[src/rtl/cache_line_mem_master_pkg.sv]
// Shared types and helpers for the cache-side line memory master.
// Maps byte addresses onto the 128-bit line SRAM controller's halfword addressing.
package cache_mem_pkg;

   localparam int LINE_W = 128;

   typedef enum logic [2:0] {
      IDLE    = 3'd0,
      WB_REQ  = 3'd1,
      WB_WAIT = 3'd2,
      RF_REQ  = 3'd3,
      RF_WAIT = 3'd4,
      DONE    = 3'd5
   } mem_master_state_e;

   // A line is eight halfwords, so the line index lands on halfword bit 3 and
   // anything above the SRAM address width is forced to zero.
   function automatic logic [31:0] line_to_sram_addr(input logic [31:0] byte_addr,
                                                     input int unsigned aw);
      logic [31:0] mask;
      mask = (32'h1 << aw) - 32'h1;
      return ((byte_addr >> 4) << 3) & mask;
   endfunction

endpackage

[src/rtl/cache_line_mem_master_if.sv]
// Bundles the cache command/response handshake and the line controller bus.
// The master modport is the block's view; slave is the cache/controller side.
interface cache_line_mem_master_if;
   import cache_mem_pkg::*;

   logic              i_req_valid;
   logic              o_req_ready;
   logic              i_req_wb;
   logic              i_req_rf;
   logic [31:0]       i_wb_addr;
   logic [LINE_W-1:0] i_wb_data;
   logic [31:0]       i_rf_addr;
   logic              o_resp_valid;
   logic [LINE_W-1:0] o_resp_data;
   logic              o_resp_err;
   logic [31:0]       o_MEM_ADDR;
   logic [LINE_W-1:0] o_MEM_WDATA;
   logic              o_MEM_WREN;
   logic              o_MEM_RDEN;
   logic [LINE_W-1:0] i_MEM_RDATA;
   logic              i_MEM_ACK;

   modport master (
      input  i_req_valid, i_req_wb, i_req_rf, i_wb_addr, i_wb_data, i_rf_addr,
      input  i_MEM_RDATA, i_MEM_ACK,
      output o_req_ready, o_resp_valid, o_resp_data, o_resp_err,
      output o_MEM_ADDR, o_MEM_WDATA, o_MEM_WREN, o_MEM_RDEN
   );

   modport slave (
      output i_req_valid, i_req_wb, i_req_rf, i_wb_addr, i_wb_data, i_rf_addr,
      output i_MEM_RDATA, i_MEM_ACK,
      input  o_req_ready, o_resp_valid, o_resp_data, o_resp_err,
      input  o_MEM_ADDR, o_MEM_WDATA, o_MEM_WREN, o_MEM_RDEN
   );

endinterface

[src/rtl/cache_line_mem_master_watchdog.sv]
// Counts wait cycles after a strobe and flags when the ACK budget is used up.
// The flag is only meaningful while enable_i is high.
module mem_ack_watchdog #(
   parameter int TIMEOUT_CYC = 64,
   parameter int CNT_W       = 7
) (
   input  logic clk_i,
   input  logic rst_ni,
   input  logic clear_i,
   input  logic enable_i,
   output logic timeout_o
);

   localparam logic [CNT_W-1:0] LAST_CNT = CNT_W'(TIMEOUT_CYC - 1);

   logic [CNT_W-1:0] cnt_q;
   logic [CNT_W-1:0] cnt_d;
   logic             atLast;

   assign atLast    = (cnt_q == LAST_CNT);
   assign timeout_o = enable_i && atLast;

   // Saturate on the last count so a stuck enable cannot wrap into a fresh budget.
   always_comb begin
      cnt_d = cnt_q;
      if (clear_i) begin
         cnt_d = '0;
      end else if (enable_i && !atLast) begin
         cnt_d = cnt_q + CNT_W'(1);
      end
   end

   always_ff @(posedge clk_i or negedge rst_ni) begin
      if (!rst_ni) begin
         cnt_q <= '0;
      end else begin
         cnt_q <= cnt_d;
      end
   end

endmodule

[src/rtl/cache_line_mem_master.sv]
// Cache-side initiator: optional writeback then optional refill on the line
// controller, one strobe per transfer, with a watchdog against lost ACKs.
module cache_line_mem_master
   import cache_mem_pkg::*;
#(
   parameter int SRAM_AW     = 18,
   parameter int TIMEOUT_CYC = 64,
   parameter int CNT_W       = 7
) (
   input  logic                   clk_i,
   input  logic                   rst_ni,
   cache_line_mem_master_if.master bus
);

   mem_master_state_e state_q, state_d;

   logic              accept;
   logic              wdClear;
   logic              wdEnable;
   logic              timeout;
   logic              doRf_q;
   logic [31:0]       rfSramAddr_q;
   logic [31:0]       memAddr_q;
   logic [LINE_W-1:0] memWdata_q;
   logic              memWren_q;
   logic              memRden_q;
   logic              respValid_q;
   logic [LINE_W-1:0] respData_q;
   logic              err_q;
   logic              waiting;

   assign accept  = bus.i_req_valid && (state_q == IDLE);
   assign waiting = (state_q == WB_WAIT) || (state_q == RF_WAIT);

   mem_ack_watchdog #(
      .TIMEOUT_CYC(TIMEOUT_CYC),
      .CNT_W      (CNT_W)
   ) u_watchdog (
      .clk_i    (clk_i),
      .rst_ni   (rst_ni),
      .clear_i  (wdClear),
      .enable_i (wdEnable),
      .timeout_o(timeout)
   );

   // ACK is checked before the timeout so a same-cycle ACK still completes cleanly.
   always_comb begin
      state_d  = state_q;
      wdClear  = 1'b0;
      wdEnable = 1'b0;
      case (state_q)
         IDLE: begin
            if (bus.i_req_valid) begin
               if (bus.i_req_wb)      state_d = WB_REQ;
               else if (bus.i_req_rf) state_d = RF_REQ;
               else                   state_d = DONE;
            end
         end
         WB_REQ: begin
            wdClear = 1'b1;
            state_d = WB_WAIT;
         end
         WB_WAIT: begin
            wdEnable = 1'b1;
            if (bus.i_MEM_ACK)  state_d = doRf_q ? RF_REQ : DONE;
            else if (timeout)   state_d = DONE;
         end
         RF_REQ: begin
            wdClear = 1'b1;
            state_d = RF_WAIT;
         end
         RF_WAIT: begin
            wdEnable = 1'b1;
            if (bus.i_MEM_ACK || timeout) state_d = DONE;
         end
         DONE:    state_d = IDLE;
         default: state_d = IDLE;
      endcase
   end

   // Strobes follow the REQ states; address and write data only move at accept
   // or on the writeback-to-refill handover, so they stay put through each ACK.
   always_ff @(posedge clk_i or negedge rst_ni) begin
      if (!rst_ni) begin
         state_q      <= IDLE;
         doRf_q       <= 1'b0;
         rfSramAddr_q <= '0;
         memAddr_q    <= '0;
         memWdata_q   <= '0;
         memWren_q    <= 1'b0;
         memRden_q    <= 1'b0;
         respValid_q  <= 1'b0;
         respData_q   <= '0;
         err_q        <= 1'b0;
      end else begin
         state_q     <= state_d;
         memWren_q   <= (state_d == WB_REQ);
         memRden_q   <= (state_d == RF_REQ);
         respValid_q <= (state_q == DONE);
         if (accept) begin
            err_q        <= 1'b0;
            doRf_q       <= bus.i_req_rf;
            rfSramAddr_q <= line_to_sram_addr(bus.i_rf_addr, SRAM_AW);
            if (bus.i_req_wb) begin
               memAddr_q  <= line_to_sram_addr(bus.i_wb_addr, SRAM_AW);
               memWdata_q <= bus.i_wb_data;
            end else if (bus.i_req_rf) begin
               memAddr_q  <= line_to_sram_addr(bus.i_rf_addr, SRAM_AW);
            end
         end
         if ((state_q == WB_WAIT) && (state_d == RF_REQ)) begin
            memAddr_q <= rfSramAddr_q;
         end
         if ((state_q == RF_WAIT) && bus.i_MEM_ACK) begin
            respData_q <= bus.i_MEM_RDATA;
         end
         if (waiting && !bus.i_MEM_ACK && timeout) begin
            err_q <= 1'b1;
         end
      end
   end

   assign bus.o_req_ready  = (state_q == IDLE);
   assign bus.o_resp_valid = respValid_q;
   assign bus.o_resp_data  = respData_q;
   assign bus.o_resp_err   = err_q;
   assign bus.o_MEM_ADDR   = memAddr_q;
   assign bus.o_MEM_WDATA  = memWdata_q;
   assign bus.o_MEM_WREN   = memWren_q;
   assign bus.o_MEM_RDEN   = memRden_q;

endmodule

[src/flat_wrapper.sv]
// flat-port wrapper written by rule: the top's interface ports become plain ports
module cache_line_mem_master_flat import cache_mem_pkg::*;
#(
   parameter int SRAM_AW     = 18,
   parameter int TIMEOUT_CYC = 64,
   parameter int CNT_W       = 7
)
  (clk_i, rst_ni, bus_i_req_valid, bus_i_req_wb, bus_i_req_rf, bus_i_wb_addr, bus_i_wb_data, bus_i_rf_addr, bus_i_MEM_RDATA, bus_i_MEM_ACK, bus_o_req_ready, bus_o_resp_valid, bus_o_resp_data, bus_o_resp_err, bus_o_MEM_ADDR, bus_o_MEM_WDATA, bus_o_MEM_WREN, bus_o_MEM_RDEN);
  cache_line_mem_master_if bus_i ();
  input  logic clk_i;
  input  logic rst_ni;
  input wire logic [$bits(bus_i.i_req_valid)-1:0] bus_i_req_valid;
  input wire logic [$bits(bus_i.i_req_wb)-1:0] bus_i_req_wb;
  input wire logic [$bits(bus_i.i_req_rf)-1:0] bus_i_req_rf;
  input wire logic [$bits(bus_i.i_wb_addr)-1:0] bus_i_wb_addr;
  input wire logic [$bits(bus_i.i_wb_data)-1:0] bus_i_wb_data;
  input wire logic [$bits(bus_i.i_rf_addr)-1:0] bus_i_rf_addr;
  input wire logic [$bits(bus_i.i_MEM_RDATA)-1:0] bus_i_MEM_RDATA;
  input wire logic [$bits(bus_i.i_MEM_ACK)-1:0] bus_i_MEM_ACK;
  output wire logic [$bits(bus_i.o_req_ready)-1:0] bus_o_req_ready;
  output wire logic [$bits(bus_i.o_resp_valid)-1:0] bus_o_resp_valid;
  output wire logic [$bits(bus_i.o_resp_data)-1:0] bus_o_resp_data;
  output wire logic [$bits(bus_i.o_resp_err)-1:0] bus_o_resp_err;
  output wire logic [$bits(bus_i.o_MEM_ADDR)-1:0] bus_o_MEM_ADDR;
  output wire logic [$bits(bus_i.o_MEM_WDATA)-1:0] bus_o_MEM_WDATA;
  output wire logic [$bits(bus_i.o_MEM_WREN)-1:0] bus_o_MEM_WREN;
  output wire logic [$bits(bus_i.o_MEM_RDEN)-1:0] bus_o_MEM_RDEN;
  assign bus_i.i_req_valid = bus_i_req_valid;
  assign bus_i.i_req_wb = bus_i_req_wb;
  assign bus_i.i_req_rf = bus_i_req_rf;
  assign bus_i.i_wb_addr = bus_i_wb_addr;
  assign bus_i.i_wb_data = bus_i_wb_data;
  assign bus_i.i_rf_addr = bus_i_rf_addr;
  assign bus_i.i_MEM_RDATA = bus_i_MEM_RDATA;
  assign bus_i.i_MEM_ACK = bus_i_MEM_ACK;
  assign bus_o_req_ready = bus_i.o_req_ready;
  assign bus_o_resp_valid = bus_i.o_resp_valid;
  assign bus_o_resp_data = bus_i.o_resp_data;
  assign bus_o_resp_err = bus_i.o_resp_err;
  assign bus_o_MEM_ADDR = bus_i.o_MEM_ADDR;
  assign bus_o_MEM_WDATA = bus_i.o_MEM_WDATA;
  assign bus_o_MEM_WREN = bus_i.o_MEM_WREN;
  assign bus_o_MEM_RDEN = bus_i.o_MEM_RDEN;
  cache_line_mem_master #(.SRAM_AW(SRAM_AW), .TIMEOUT_CYC(TIMEOUT_CYC), .CNT_W(CNT_W)) u_core (.clk_i(clk_i), .rst_ni(rst_ni), .bus(bus_i));
endmodule
[config.mk]
export PLATFORM = sky130hd
export DESIGN_NAME = cache_line_mem_master_flat
export DESIGN_NICKNAME = d
export VERILOG_FILES = /design/src/rtl/cache_line_mem_master_pkg.sv /design/src/rtl/cache_line_mem_master_if.sv /design/src/rtl/cache_line_mem_master_watchdog.sv /design/src/rtl/cache_line_mem_master.sv /design/src/flat_wrapper.sv
export SDC_FILE = /design/constraint.sdc
export NUM_CORES = 1
export LEC_CHECK = 0
export CORE_AREA = 2 2 238 240
export CTS_CLUSTER_DIAMETER = 150
export DETAILED_ROUTE_END_ITERATION = 8
export DIE_AREA = 0 0 240 242
export PLACE_DENSITY_LB_ADDON = 0.25
export SLEW_MARGIN = 25
export SYNTH_ARGS = -nofsm -noshare
export SYNTH_HDL_FRONTEND = slang
export SYNTH_SLANG_ARGS = --single-unit
export TNS_END_PERCENT = 10
[constraint.sdc]
create_clock -name clk_i -period 2.7 [get_ports clk_i]
set_input_delay 0.54 -clock clk_i [delete_from_list [all_inputs] [get_ports clk_i]]
set_output_delay 0.54 -clock clk_i [all_outputs]
set_load 0.02 [all_outputs]
==> results of run 1 <==
-- routing by layer --
layer	track usage	share of wire	wire (um)
met1	0.1490	0.39	15250
met2	0.2220	0.50	19280
met3	0.04262	0.085	3314
met4	0.04914	0.027	1065
met5	0	0.00054	21
-- registers in the layout, indices dropped and copies added, names as in the netlist --
register                 flops
u_core.bus.o_MEM_RDEN        1
u_core.bus.o_MEM_ADDR       15
u_core.bus.o_resp_data     128
u_core.bus.o_resp_err        1
u_core.u_watchdog.cnt_q      7
u_core.state_q               3
u_core.rfSramAddr_q         15
u_core.doRf_q                1
u_core.bus.o_resp_valid      1
u_core.bus.o_MEM_WREN        1
u_core.bus.o_MEM_WDATA     128
-- synthesized netlist by cell type (2+ instances only) --
cell type  number
a21oi_1         3
and3_1          3
and3b_1         2
buf_1           3
buf_12         10
buf_2          11
buf_4          18
buf_6           2
clkbuf_1       12
dfrtp_1       301
inv_1          15
mux2_2        152
mux2_4        109
mux2i_1        12
nand2_1        14
nand3_1         3
nand4_1        12
nor2_1          9
nor2b_1         2
nor3_1          4
nor3b_1         2
o21ai_0        37
o221ai_1       11
or3_1           3
xnor2_1         2
xor2_1          2
-- per-stage QoR --
stage	cells	worst slack (ns)	area [sq um]	utilization	power (mW)
floorplan	787	0.3008	12370	-	15.69
global placement	2102	-0.1535	19050	0.3418	21.76
detailed placement	2102	-0.1866	19050	0.3418	21.86
CTS	2166	0.1299	20220	0.3627	26.90
global route	2167	0.02675	20220	0.3628	27.88
finish	2168	0.1408	20220	0.3628	26.49
-- kinds of logic (layout without fill, tap and decap cells) --
group,Yosys count,after routing
DFF,301,301
muxes,273,273
buffers and inverters,73,696
AOI/OAI and AO/OA,59,59
and+or+nand+nor,59,59
xor gates and xnor gates,4,4
adders and majority gates,1,1
other,1,19
-- area by class of cell --
cell class                 count  share of cell area
multi-input combinational    413              0.2127
inverter                      16            0.002970
sequential                   301              0.3725
clock inverter                10            0.004888
timing repair buffer         617              0.3076
antenna                        2           0.0002475
tap                          756             0.04678
clock buffer                  53             0.05228
-- how the worst min path moves through the flow --
stage,to,depth (start not counted)
finish,u_core.bus.o_resp_data[119],1
global route,u_core.bus.o_resp_data[4],1
CTS,u_core.bus.o_resp_data[95],1
detailed placement,u_core.bus.o_MEM_WDATA[86],1
global placement,u_core.bus.o_resp_data[65],1
floorplan,u_core.bus.o_MEM_ADDR[10],0
-- power by group through the flow --
stage	clock (mW)	combinational, mW	sequential, mW
final	4.80	13.6	8.05
after detailed placement	0	13.8	8.11
after CTS	4.98	13.8	8.08
after global placement	0	13.7	8.03
after global routing	5.16	14.4	8.36
after floorplan	0	5.16	10.5
-- timing repair --
item                      in CTS  in global routing
hold endpoints to repair      52                  0
hold buffers                   1                  0
resized for setup              0                  0
==> metrics.md, run 1 <==
| Metric | Value |
|---|---|
| Status | complete, no violations |
| Layout fillers | 5495 |
| Routed Antenna Nets | 0 |
| Final setup TNS | 0 ns |
| Worst-case clock buffer depth | 3 |
| DRT Wirelength | 38.93 mm |
| Post-synth EDFFs | 0 |
| Initial antenna violation count | 3 |
| Synth Area in Simple Gates | 0.02703 |
| Hold Path Origin | u_core.bus.o_resp_data[119] |
| Synth Flop Type | dfrtp_1 |
| Drt first pass iters | 4 |
| Flop pwr share | 0.304 |
| Yosys warnings | 0 |
| Slew HR | 0.6008 |
| # DRC | 0 |
| Static leakage | 8.443 nW |
| Largest family of logic cells by synthesized area | multiplexers |
| Worst Path Max Fanout | 12 |
| Drt initial violations | 230 |
| Die Area | 0.05808 sq mm |
| Comb pwr share | 0.515 |
| Max cap viols | 0 |
| Largest net degree at the start of global routing | 64 |
| Tot GR Track Use | 0.1296 |
| Pins Over Slew Limit | 0 |
| Area grow syn2layout | 64.23% |
| Clk network pwr share | 0.181 |
| Num CTS Buffers | 38 |
| Clock slew at reported path FFs | 0.06 ns |
| Multi-input gate area | 0.004302 sq mm |
| CTS sink cnt | 301 |
| DR vias/cell | 4.001 |
| Final hold vios | 0 |
| Clock Skew | 0.01761 ns |
| R2r worst-path depth | 8 |
| Mux contribution to synthesized area | 0.2817 |
| Flip-flop and latch area | 0.007532 sq mm |
| Post-synthesis compound-gate area fraction | 0.03120 |
| Initial Util | 0.2209 |
| Crit path kind | reg2reg |
| WHS | 0.5035 ns |
| RR Startpoint | u_core.u_watchdog.cnt_q[0] |
| Clk root buf | clkbuf_16 |
| DR WL/cell | 17.96 um |
| Max frequency | 390.7 MHz |
| Layout cells sized above 1 | 0.2631 |
| CP max stage delay | 0.42 ns |
| CP delay by family, top | simple AND/OR/NAND/NOR gates |
| Switching share of power | 0.3526 |
| Async SR Flop Fraction | 1.000 |
| Height of the chip | 242 um |
| Worst path slowest cell | dfrtp_1 |
| Crit path depth | 8 |
| DR vias | 8674 |
| RSZ-0062 raised after global routing | no |
| Die Span X | 240 um |
| Syn Area/Cell | 15.97 sq um |
| TritonCTS clock tree | done |
| Min cycle time layout | 2.559 ns |
| Worst endpoint required time | 3.12 ns |
| Critical Path End Type | flip-flop |
| Number of global-route vias before repair | 9327 |
| H-Tree Depth | 2 |
| CP Buf/Inv Count | 2 |
| Worst VDD drop | 0.6704 mV |
| Synthesized cell area | 0.01231 sq mm |
| First-pass GRT wire length | 58.15 mm |
| Worst reg-to-reg setup slack | 0.14 ns |
| NetSw | 9.340 mW |
| P_int | 17.15 mW |
| Clk Latency, worst-skew pair | 0.54 ns |
| Worst-margin pin slew | 0.5988 ns |
| Synth area leaders | dfrtp_1 (61%), mux2_2 (14%), mux2_4 (13%) |
| Tcrit/Tclk final | 0.9478 |
| # port buffers | 567 |
| End point of the critical path | u_core.bus.o_MEM_WDATA[7] |
| R2r endpoint | u_core.bus.o_MEM_WDATA[7] |
| Register area share after synthesis | 0.6117 |
| Commonest non-fill, non-tap cell in the layout | clkdlybuf4s50_1 |
| Post-DP HPWL | 29.10 mm |
| Adder-cell area share of the yosys netlist | 0.001016 |
| Pwr Density | 1310 mW/mm^2 |
| CP Launch Point | u_core.u_watchdog.cnt_q[0] |
| Post-synth top area share | 0.6117 |
| Core box area | 0.05573 sq mm |
| Final #Nets | 1714 |
| I/O pins | 619 |
| Final setup viols | 0 |
| GPL Wtd Cong | 0.7654 |
| Crit-path cells | ha_1 -> nand3_1 -> nor4_4 -> a221oi_1 -> and3_4 -> buf_12 -> buf_4 -> mux2_2 |
| Synth area leader | dfrtp_1 |
| Worst Setup Start Kind | flip-flop |
| Total congestion overflow | 0 |
| Crit path arrival time | 2.98 ns |
| Mapped Cells | 771 |
| Library cells used by synthesis | 43 |
| Rows | 87 |
| HP Class | reg2reg |
| Most frequent cells in the layout | clkdlybuf4s50_1 (566), dfrtp_1 (301), mux2_2 (152) |
| Synth Register Bits | 301 |
| Synth Area in XOR/XNOR | 0.002845 |
| Setup Fix Bufs, Post-CTS | 0 |
(Power assumes the default switching activity.)
==> inputs of run 2 (changes only) <==
==> constraint.sdc (replaced) <==
create_clock -name clk_i -period 2.2 [get_ports clk_i]
set_input_delay 0.44 -clock clk_i [delete_from_list [all_inputs] [get_ports clk_i]]
set_output_delay 0.44 -clock clk_i [all_outputs]
set_load 0.02 [all_outputs]
==> run 2 against run 1 <==
Compared with the run above: the run now ends with setup timing left; flip-flop and latch count did not move; largest power group unchanged; combinational power up 27%; core utilization increased by 0.83 points; first-iteration DRC count up 7.8%; critical endpoint is now u_core.bus.o_MEM_WDATA[31]; register-to-register slack lost 0.19 ns; sequential share of layout area is 0.83 points lower; via count rose by 1.9%; critical path depth stayed put.
==> metrics.md, run 2 (same netlist as run 1, synthesis figures left out) <==
| Metric | Value |
|---|---|
| Crit-path cells | ha_2 -> nand3_4 -> nor4_4 -> a2bb2oi_2 -> and3_4 -> buf_12 -> buf_12 -> mux2_4 |
| Initial antenna violation count | 4 (+1) |
| Worst Setup Start Kind | flip-flop |
| Worst-margin pin slew | 0.5066 ns (-0.09220 ns) |
| WHS | 0.4307 ns (-0.07281 ns) |
| Failing checks | setup timing |
| Die Span X | 240 um (unchanged) |
| Worst reg-to-reg setup slack | -0.05 ns (-0.19 ns) |
| Switching share of power | 0.3495 (-0.003025) |
| Rows | 87 (unchanged) |
| Status | complete, but fails checks |
| Layout fillers | 5403 (-1.7%) |
| Crit path arrival time | 2.66 ns (-0.32 ns) |
| Non-Filler Instances | 2200 (+1.5%) |
| Core box area | 0.05573 sq mm (unchanged) |
| CTS sink cnt | 301 (unchanged) |
| Critical Path End Type | flip-flop |
| CP Launch Point | u_core.u_watchdog.cnt_q[0] |
| Die Area | 0.05808 sq mm (unchanged) |
| Max frequency | 444.8 MHz (+14%) |
| Tot GR Track Use | 0.1370 (+0.007427) |
| Crit path kind | reg2reg |
| Drt first pass iters | 4 (unchanged) |
| Comb pwr share | 0.517 (+0.002) |
| Min cycle time layout | 2.248 ns (-0.3111 ns) |
| Area after DPL | 0.01925 sq mm (+1.1%) |
| # DRC | 0 (unchanged) |
| Layout cells sized above 1 | 0.2848 (+0.02170) |
| Clk network pwr share | 0.188 (+0.007) |
| Routed Antenna Nets | 0 (unchanged) |
| Clock slew at reported path FFs | 0.06 ns (about the same) |
| Flop pwr share | 0.296 (-0.008) |
| Final hold vios | 0 (unchanged) |
| R2r worst-path depth | 8 (unchanged) |
| DR vias/cell | 4.018 (+0.43%) |
| Worst endpoint required time | 2.61 ns (-0.51 ns) |
| Worst path slowest cell | dfrtp_1 |
| Height of the chip | 242 um (unchanged) |
| Largest net degree at the start of global routing | 44 (-31%) |
| Slew HR | 0.6611 (+0.06022) |
| Final core utilization | 0.3711 (+0.008307) |
| RR Startpoint | u_core.u_watchdog.cnt_q[0] |
| Pins Over Slew Limit | 0 (unchanged) |
| First-pass GRT wire length | 60.44 mm (+3.9%) |
| Worst setup margin | -0.04806 ns (-0.1889 ns) |
| Worst-case clock buffer depth | 3 (unchanged) |
| H-Tree Depth | 2 (unchanged) |
| # port buffers | 567 (unchanged) |
| Clock Skew | 0.02325 ns (+0.005644 ns) |
| Commonest non-fill, non-tap cell in the layout | clkdlybuf4s50_1 |
| CP Buf/Inv Count | 2 (unchanged) |
| CP delay by family, top | simple AND/OR/NAND/NOR gates |
| Number of global-route vias before repair | 9376 (+0.53%) |
| Final Cell Area | 0.02068 sq mm (+2.3%) |
| Post-place setup slack | -0.5711 ns (-0.3844 ns) |
| Initial Util | 0.2209 (unchanged) |
| Area grow syn2layout | 67.99% |
| DRT Wirelength | 41.41 mm (+6.4%) |
| Num CTS Buffers | 37 (-2.6%) |
| Total congestion overflow | 0 (unchanged) |
| GPL Wtd Cong | 0.8122 (+6.1%) |
| Final setup viols | 79 (+79) |
| Clk root buf | clkbuf_16 |
| Clk Latency, worst-skew pair | 0.54 ns (about the same) |
| DR WL/cell | 18.82 um (+4.8%) |
| P_int | 21.82 mW (+27%) |
| TritonCTS clock tree | done |
| DR vias | 8840 (+1.9%) |
| Most used cell, CP | buf_12 |
| I/O pins | 619 (unchanged) |
| Tcrit/Tclk final | 1.022 (+0.07400) |
| Drt initial violations | 248 (+7.8%) |
| Total power | 33.54 mW (+27%) |
| R2r endpoint | u_core.bus.o_MEM_WDATA[31] |
| Worst VDD drop | 0.8008 mV (+19%) |
| Worst Path Max Fanout | 16 (+4) |
| Post-DP HPWL | 31.37 mm (+7.8%) |
| HP Class | in2async |
| NetSw | 11.72 mW (+26%) |
| Max cap viols | 0 (unchanged) |
| Final setup TNS | -1.764 ns (-1.764 ns) |
| CP max stage delay | 0.36 ns (-0.06 ns) |
| Static leakage | 8.690 nW (+2.9%) |
| Pwr Density | 1622 mW/mm^2 (+24%) |
| RSZ-0062 raised after global routing | yes |
| Final #Nets | 1742 (+1.6%) |
| Most frequent cells in the layout | clkdlybuf4s50_1 (565), dfrtp_1 (300), mux2_2 (152) |
| Cell Count Post-Placement | 2124 (+1.0%) |
run 2: power by group through the flow:
| stage | clock (mW) | sequential (mW) | combinational (mW) |
|---|---|---|---|
| floorplan | 0 | 12.9 | 6.34 |
| global placement | 0 | 9.96 | 17.0 |
| detailed placement | 0 | 9.99 | 17.2 |
| CTS | 6.55 | 9.95 | 17.3 |
| global route | 6.79 | 10.3 | 18.2 |
| finish | 6.30 | 9.91 | 17.3 |
run 2: timing repair:
item	CTS	global route
hold buffers	1	0
gates resized for setup	3	12
setup endpoints to repair	129	139
pin swaps	0	0
hold endpoints to repair	32	0
gates cloned	0	3
buffers inserted	2	2
run 2: how the worst max path moves through the flow:
stage	end	slack, ns	cells after the start
after detailed placement	u_core.bus.o_MEM_WDATA[114]	-0.57	8
after global placement	u_core.bus.o_MEM_WDATA[63]	-0.52	8
after global routing	u_core.bus.o_MEM_WDATA[31]	-0.16	8
after CTS	u_core.bus.o_MEM_WDATA[104]	-0.05	8
final	u_core.bus.o_MEM_WDATA[31]	-0.05	8
after floorplan	u_core.bus.o_MEM_WDATA[108]	0.002	8
run 2: final cells by class:
class	count	area (sq um)	share of cell area
repair buffers	646	6549	0.3166
multi-input cells	413	4338	0.2097
inverters	16	60.06	0.002903
clock inverters	10	132.6	0.006412
diodes	1	2.502	0.0001210
clock buffers	57	1124	0.05432
well taps	756	945.9	0.04573
flip-flops and latches	301	7533	0.3642
run 2: metal layers:
layer / wire, um / global-route usage / vias up
li1: - / - / 4003
met3: 3612 / 0.04888 / 58
met2: 20370 / 0.2317 / 321
met1: 16460 / 0.1621 / 4454
met5: 23 / 0 / -
met4: 944 / 0.04092 / 4
run 2: worst reg2reg max path, cell delays in order, from the launching register on:
cell and delay [ns]:
dfrtp_1 0.36, ha_2 0.21, nand3_4 0.10, nor4_4 0.28, a2bb2oi_2 0.21, and3_4 0.27, buf_12 0.17, buf_12 0.20
mux2_4 0.32
